## config.mk

```make
export PLATFORM = sky130hd
export DESIGN_NAME = traffic_controller_nway
export DESIGN_NICKNAME = d
export VERILOG_FILES = /design/src/rtl/traffic_controller_nway.sv
export SDC_FILE = /design/constraint.sdc
export NUM_CORES = 1
export LEC_CHECK = 0
export ABC_CLOCK_PERIOD_IN_PS = 2400
export CAP_MARGIN = 10
export CORE_MARGIN = 2
export CORE_UTILIZATION = 47
export DETAILED_ROUTE_END_ITERATION = 12
export GPL_TIMING_DRIVEN = 0
export PLACE_DENSITY = 0.75
export SETUP_SLACK_MARGIN = 0.5
export SYNTH_ARGS = -nofsm -noshare
export SYNTH_HDL_FRONTEND = slang
export SYNTH_SLANG_ARGS = --single-unit
```

## constraint.sdc

```tcl
create_clock -name clk -period 2.4 [get_ports clk]
set_input_delay 0.48 -clock clk [delete_from_list [all_inputs] [get_ports clk]]
set_output_delay 0.48 -clock clk [all_outputs]
set_load 0.01 [all_outputs]
```

## src/rtl/traffic_controller_nway.sv

```systemverilog
// traffic_controller_nway
//   N-way round-robin traffic light sequencer with one timer shared by all phases.
//   The timer counts the remaining ticks of the current phase; it advances only
//   on tick cycles. Lamps are registered and decoded from the next state.
//   Build option: define TRAFFIC_PED_EN to compile in the pedestrian WALK phase
//   and the ped_pending latch. Without it, ped_req is ignored and walk stays 0.
//
//   state   | meaning
//   --------+---------------------------------------------------------------
//   ALLRED  | clearance; all lamps red, next way chosen on expiry
//   GREEN   | way 'active' has green; held while nobody else is waiting
//   YELLOW  | way 'active' has yellow before clearance
//   WALK    | pedestrian walk, all vehicle lamps red (TRAFFIC_PED_EN only)
module traffic_controller_nway #(
  parameter int NWAYS    = 4,
  parameter int GREEN_T  = 8,
  parameter int YELLOW_T = 2,
  parameter int ALLRED_T = 1,
  parameter int WALK_T   = 4
) (
  input  logic                     clk,
  input  logic                     rst,
  input  logic                     tick,
  input  logic [NWAYS-1:0]         req,
  input  logic                     ped_req,
  output logic [NWAYS-1:0]         green,
  output logic [NWAYS-1:0]         yellow,
  output logic [NWAYS-1:0]         red,
  output logic                     walk,
  output logic [$clog2(NWAYS)-1:0] active
);

  localparam int AW     = $clog2(NWAYS);
  localparam int MAX_GY = (GREEN_T > YELLOW_T) ? GREEN_T : YELLOW_T;
  localparam int MAX_AW = (ALLRED_T > WALK_T) ? ALLRED_T : WALK_T;
  localparam int MAXT   = (MAX_GY > MAX_AW) ? MAX_GY : MAX_AW;
  // Timer holds at most MAXT-1; keep at least one bit.
  localparam int TW     = (MAXT > 1) ? $clog2(MAXT) : 1;

  localparam logic [TW-1:0] GREEN_LD  = TW'(GREEN_T - 1);
  localparam logic [TW-1:0] YELLOW_LD = TW'(YELLOW_T - 1);
  localparam logic [TW-1:0] ALLRED_LD = TW'(ALLRED_T - 1);
`ifdef TRAFFIC_PED_EN
  localparam logic [TW-1:0] WALK_LD   = TW'(WALK_T - 1);
`endif

`ifdef TRAFFIC_PED_EN
  typedef enum logic [1:0] {S_ALLRED, S_GREEN, S_YELLOW, S_WALK} state_t;
`else
  typedef enum logic [1:0] {S_ALLRED, S_GREEN, S_YELLOW} state_t;
`endif

  function automatic logic [NWAYS-1:0] way_onehot(input logic [AW-1:0] w);
    way_onehot    = '0;
    way_onehot[w] = 1'b1;
  endfunction

  state_t           state_q, state_d;
  logic [TW-1:0]    timer_q, timer_d;
  logic [AW-1:0]    active_q, active_d;
  logic [NWAYS-1:0] pending_q, pending_d;
  logic [NWAYS-1:0] green_q, green_d;
  logic [NWAYS-1:0] yellow_q, yellow_d;
  logic [NWAYS-1:0] red_q, red_d;
  logic             walk_q, walk_d;

  logic             ped_pend;
  logic             enter_green;
  logic             enter_walk;
  logic             rr_found;
  logic [AW-1:0]    rr_way;
  logic             others_pending;
  logic [NWAYS-1:0] req_eff;

`ifdef TRAFFIC_PED_EN
  logic ped_q, ped_d;
  assign ped_pend = ped_q;
`else
  logic unused_ped_req;
  assign unused_ped_req = ped_req;
  assign ped_pend       = 1'b0;
`endif

  // Round-robin search: first registered pending way after active, wrapping.
  always_comb begin
    logic [AW:0] sum;
    rr_found = 1'b0;
    rr_way   = active_q;
    sum      = '0;
    for (int k = 1; k <= NWAYS; k++) begin
      sum = {1'b0, active_q} + (AW+1)'(k);
      if (sum >= (AW+1)'(NWAYS)) begin
        sum = sum - (AW+1)'(NWAYS);
      end
      if (!rr_found && pending_q[sum[AW-1:0]]) begin
        rr_found = 1'b1;
        rr_way   = sum[AW-1:0];
      end
    end
  end

  // Demand from any way other than the one currently being served.
  assign others_pending = |(pending_q & ~way_onehot(active_q));

  // Phase sequencing and timer: only tick cycles can advance either.
  always_comb begin
    state_d     = state_q;
    timer_d     = timer_q;
    active_d    = active_q;
    enter_green = 1'b0;
    enter_walk  = 1'b0;
    if (tick) begin
      if (timer_q != '0) begin
        timer_d = timer_q - TW'(1);
      end else begin
        case (state_q)
          S_ALLRED: begin
            if (ped_pend) begin
`ifdef TRAFFIC_PED_EN
              state_d    = S_WALK;
              timer_d    = WALK_LD;
              enter_walk = 1'b1;
`endif
            end else if (rr_found) begin
              state_d     = S_GREEN;
              timer_d     = GREEN_LD;
              active_d    = rr_way;
              enter_green = 1'b1;
            end else begin
              timer_d = ALLRED_LD;
            end
          end
          S_GREEN: begin
            if (others_pending || ped_pend) begin
              state_d = S_YELLOW;
              timer_d = YELLOW_LD;
            end else begin
              timer_d = GREEN_LD;
            end
          end
          S_YELLOW: begin
            state_d = S_ALLRED;
            timer_d = ALLRED_LD;
          end
          default: begin
            state_d = S_ALLRED;
            timer_d = ALLRED_LD;
          end
        endcase
      end
    end
  end

  // Demand latching continues regardless of tick; the served way's own request
  // is dropped while it is green, and its bit clears as it enters green.
  always_comb begin
    req_eff = req;
    if (state_q == S_GREEN) begin
      req_eff[active_q] = 1'b0;
    end
    pending_d = pending_q | req_eff;
    if (enter_green) begin
      pending_d = pending_d & ~way_onehot(active_d);
    end
  end

`ifdef TRAFFIC_PED_EN
  // Pedestrian demand latch, cleared as WALK is entered.
  always_comb begin
    ped_d = (ped_q | ped_req) & ~enter_walk;
  end
`else
  logic unused_enter_walk;
  assign unused_enter_walk = enter_walk;
`endif

  // Lamp decode from next state so lamps change together with the state flops.
  always_comb begin
    green_d  = (state_d == S_GREEN)  ? way_onehot(active_d) : '0;
    yellow_d = (state_d == S_YELLOW) ? way_onehot(active_d) : '0;
    red_d    = ~(green_d | yellow_d);
`ifdef TRAFFIC_PED_EN
    walk_d   = (state_d == S_WALK);
`else
    walk_d   = 1'b0;
`endif
  end

  // All state, demand and lamp registers; reset aborts any phase and demand.
  always_ff @(posedge clk or posedge rst) begin
    if (rst) begin
      state_q   <= S_ALLRED;
      timer_q   <= ALLRED_LD;
      active_q  <= '0;
      pending_q <= '0;
      green_q   <= '0;
      yellow_q  <= '0;
      red_q     <= '1;
      walk_q    <= 1'b0;
`ifdef TRAFFIC_PED_EN
      ped_q     <= 1'b0;
`endif
    end else begin
      state_q   <= state_d;
      timer_q   <= timer_d;
      active_q  <= active_d;
      pending_q <= pending_d;
      green_q   <= green_d;
      yellow_q  <= yellow_d;
      red_q     <= red_d;
      walk_q    <= walk_d;
`ifdef TRAFFIC_PED_EN
      ped_q     <= ped_d;
`endif
    end
  end

  assign green  = green_q;
  assign yellow = yellow_q;
  assign red    = red_q;
  assign walk   = walk_q;
  assign active = active_q;

endmodule
```

==> impl_results.md <==
* Final hold viol count at 0
* Post-synthesis adder-cell area fraction at 0.05720
* CTS H-tree depth at 1
* Power Density at about 1200 mW/mm2
* Crit path cell chain: buf_6, inv_2, ha_4, mux4_2, or2_4, a21o_1, o211ai_2, and2_4, buf_12, inv_8, a31oi_2
* Yosys warning count at 0
* Antenna cell count at 0
* Fmax at about 430 MHz
* First DRT Iteration DRCs at 40
* Ys async rst share at 1.000
* Post-synthesis mux area share at 0.09438
* Post-synth top area share at 0.3622
* Layout Area Growth over Synthesis at 36.80%
* Dpl ws at -0.08091 ns
* Antenna violations before repair at 0
* Sink Count at 23
* Largest net degree at the start of global routing at 24
* TritonCTS clock tree: done
* CP arrival at around 2.6 ns
* Chip Height at roughly 57 um
* Leakage power at around 0.75 nW
* Largest family of logic cells by synthesized area: compound AO/OA/AOI/OAI gates
* Die area at 0.003231 mm2
* DP Wirelength at 1.989 mm
* Most frequent cells after synthesis: dfrtp_1, nor2_1, a21oi_1, nor3_1, inv_1
* Die X at 56.85 um
* Clock Path Buffers at 2
* Num CTS Buffers at 3
* Critical path's largest stage delay at roughly 0.44 ns
* Post-synth EDFFs at 0
* Unrepaired setup endpoints after global routing: yes
* Ranking of synthesized cells by area: dfrtp_1, dfstp_2, ha_1
* Post-layout min period at 2.313 ns
* Worst Path Buf+Inv at 4
* Synth Area in Compound Gates at 0.1621
* Most common cell in the netlist: dfrtp_1
* Slowest-stage cell, CP: dfrtp_2
* Most common flop cell mapped by yosys: dfrtp_1
* Critical path peak fanout at 9
* HP Class: input port to flop
* Clk root buf: clkbuf_4
* Vias in the first global route at 1135
* First-pass DRT Iterations at 4
* Register area share after synthesis at 0.4423
* Layout Utilization at 0.6625
* Post-synthesis simple-gate area fraction at 0.1401
* I/O pin count at 23
* Clock slew at reported path FFs at 0.12 ns
* VDD IR max at roughly 0.83 mV
* Post-DR vias/cell at 5.627
* Outcome: completed
* Layout cells sized above 1 at 0.3210
* Syn_area_per_cell at approximately 11 um2
* Netlist cell types at 38
* Worst-Skew Late Latency at approximately 0.31 ns
* Largest delay contributor family on the critical path: simple AND/OR/NAND/NOR gates
* Post-route setup slack at just under 0.09 ns
* Skew final at ~0.0019 ns
* Xor and xnor fraction of the mapped netlist area at 0.02097
* ANT nets after route at 0
* Required @ worst endpoint at around 2.6 ns
* Gpl congestion at between 0.8 and 0.9
* Port Buffer Count at 19
* Slew headroom at 0.4365
* Mapped Nets at ~140
* Routed Wire Length at 3.107 mm
* Slew Limit Fails at 0
* R2R Setup Slk at about 0.087 ns
* CORE AREA at between 0.002 and 0.003 mm2
* Fin crit share at 0.9637
* Initial Util at 0.4843
* Flops & latches, synth at 23
* Worst setup EP type: flop
* Final setup fails at 0
* Slew @ Worst Pin at between 0.8 and 0.9 ns
* # fillers at about 210
* Startpoint types: flop
* Row count at 19
* First-pass GRT wire length at around 5.1 mm
* Fin nets at approximately 180
* Max-Cap Viols at 0
* Synth Instances at 124
* Wirelength per Cell at roughly 16 um
* Yosys top cell by area: dfrtp_1
* Total grt overflow at 0
* Netlist Area Pre-Place at around 0.0013 mm2
* Gr usage total at 0.1984
* DR vias at ~1100
* Setup CP Type: flop to flop
* DRC violations left at 0
-- through the flow --
| step | hold slack [ns] | instances | instance area, um2 | setup TNS [ns] | total power (W) |
|---|---|---|---|---|---|
| 5_1_grt | 0.4479 | 193 | 1795 | 0 | 0.002271 |
| 3_5_place_dp | 0.4854 | 174 | 1560 | -0.3180 | 0.001648 |
| 3_3_place_gp | 0.4724 | 174 | 1560 | 0 | 0.001601 |
| 2_1_floorplan | 0.4580 | 124 | 1331 | 0 | 0.001326 |
| 4_1_cts | 0.4402 | 191 | 1714 | 0 | 0.002006 |
| 6_report | 0.4372 | 193 | 1795 | 0 | 0.002126 |
-- power breakdown --
| group | total (W) | switching [W] | internal [W] |
|---|---|---|---|
| Sequential | 0.000589 | 0.0000712 | 0.000518 |
| Combinational | 0.00136 | 0.000704 | 0.000658 |
| Clock | 0.000176 | 0.000111 | 0.0000650 |
| Total | 0.00213 | 0.000885 | 0.00124 |
-- layout by cell type, fill, tap and decap left out, types with 2 or more instances in the layout --
master	instances
a31oi_1	5
nor3_1	4
mux2i_1	3
clkbuf_1	3
inv_4	2
dlymetal6s2s_1	2
buf_4	15
ha_1	5
a21oi_1	7
mux4_2	3
o31a_1	2
nor2b_1	5
clkdlybuf4s50_1	17
dfstp_2	4
o21ai_0	2
nor3_2	4
a211oi_1	2
clkbuf_4	3
inv_1	6
nand2_1	6
nor2_1	11
nand3_1	4
dfrtp_1	18
-- path summary, 6_finish.rpt --
kind,from,to,depth (start not counted)
max in group asynchronous,rst,active[1],2
min in group asynchronous,rst,yellow[2],2
worst min-delay path,tick,timer_q[1],2
worst max-delay path,active[1],pending_q[3],11
worst max register to register,active[1],pending_q[3],11
worst min register to register,timer_q[2],timer_q[2],1
-- cells by family (layout without fill, tap and decap cells) --
| group | count (synthesis) | after routing |
|---|---|---|
| multiplexers | 7 | 7 |
| AND/OR/NAND/NOR | 38 | 38 |
| other | 1 | 1 |
| AO/OA/AOI/OAI | 31 | 31 |
| XOR/XNOR | 1 | 1 |
| flip-flops | 23 | 23 |
| adder cells (fa/ha/maj) | 6 | 6 |
| buffers and inverters | 17 | 55 |
-- routing by layer --
layer | part of all wire | global-route usage | vias to the layer above
li1 | - | - | 518
met1 | 0.42 | 0.2616 | 528
met2 | 0.52 | 0.3422 | 32
met3 | 0.033 | 0.03226 | 8
met4 | 0.019 | 0.04651 | 0
met5 | 0 | 0 | -
-- state kept, by name, summed over array words and instances, names as in the netlist --
name       flops
yellow         4
timer_q        3
pending_q      4
active         2
red            4
state_q        2
green          4
-- what timing repair did --
action	in CTS	in global routing
endpoints found under the setup margin	23	25
hold buffers	0	0
cloned	1	0
buffers inserted	12	2
gates resized for setup	11	12
pin swaps	4	4
-- final cells by class --
class | instances | area, um2 | area share
Multi-Input combinational cell | 84 | 723.2 | 0.4028
Sequential cell | 23 | 581.8 | 0.3240
Timing Repair Buffer | 33 | 300.3 | 0.1672
Buffer | 7 | 66.31 | 0.03693
Inverter | 10 | 52.55 | 0.02927
Tap cell | 31 | 38.79 | 0.02160
Clock buffer | 4 | 26.28 | 0.01463
Timing Repair inverter | 1 | 6.256 | 0.003484
Power figures use the tool's default switching activity.
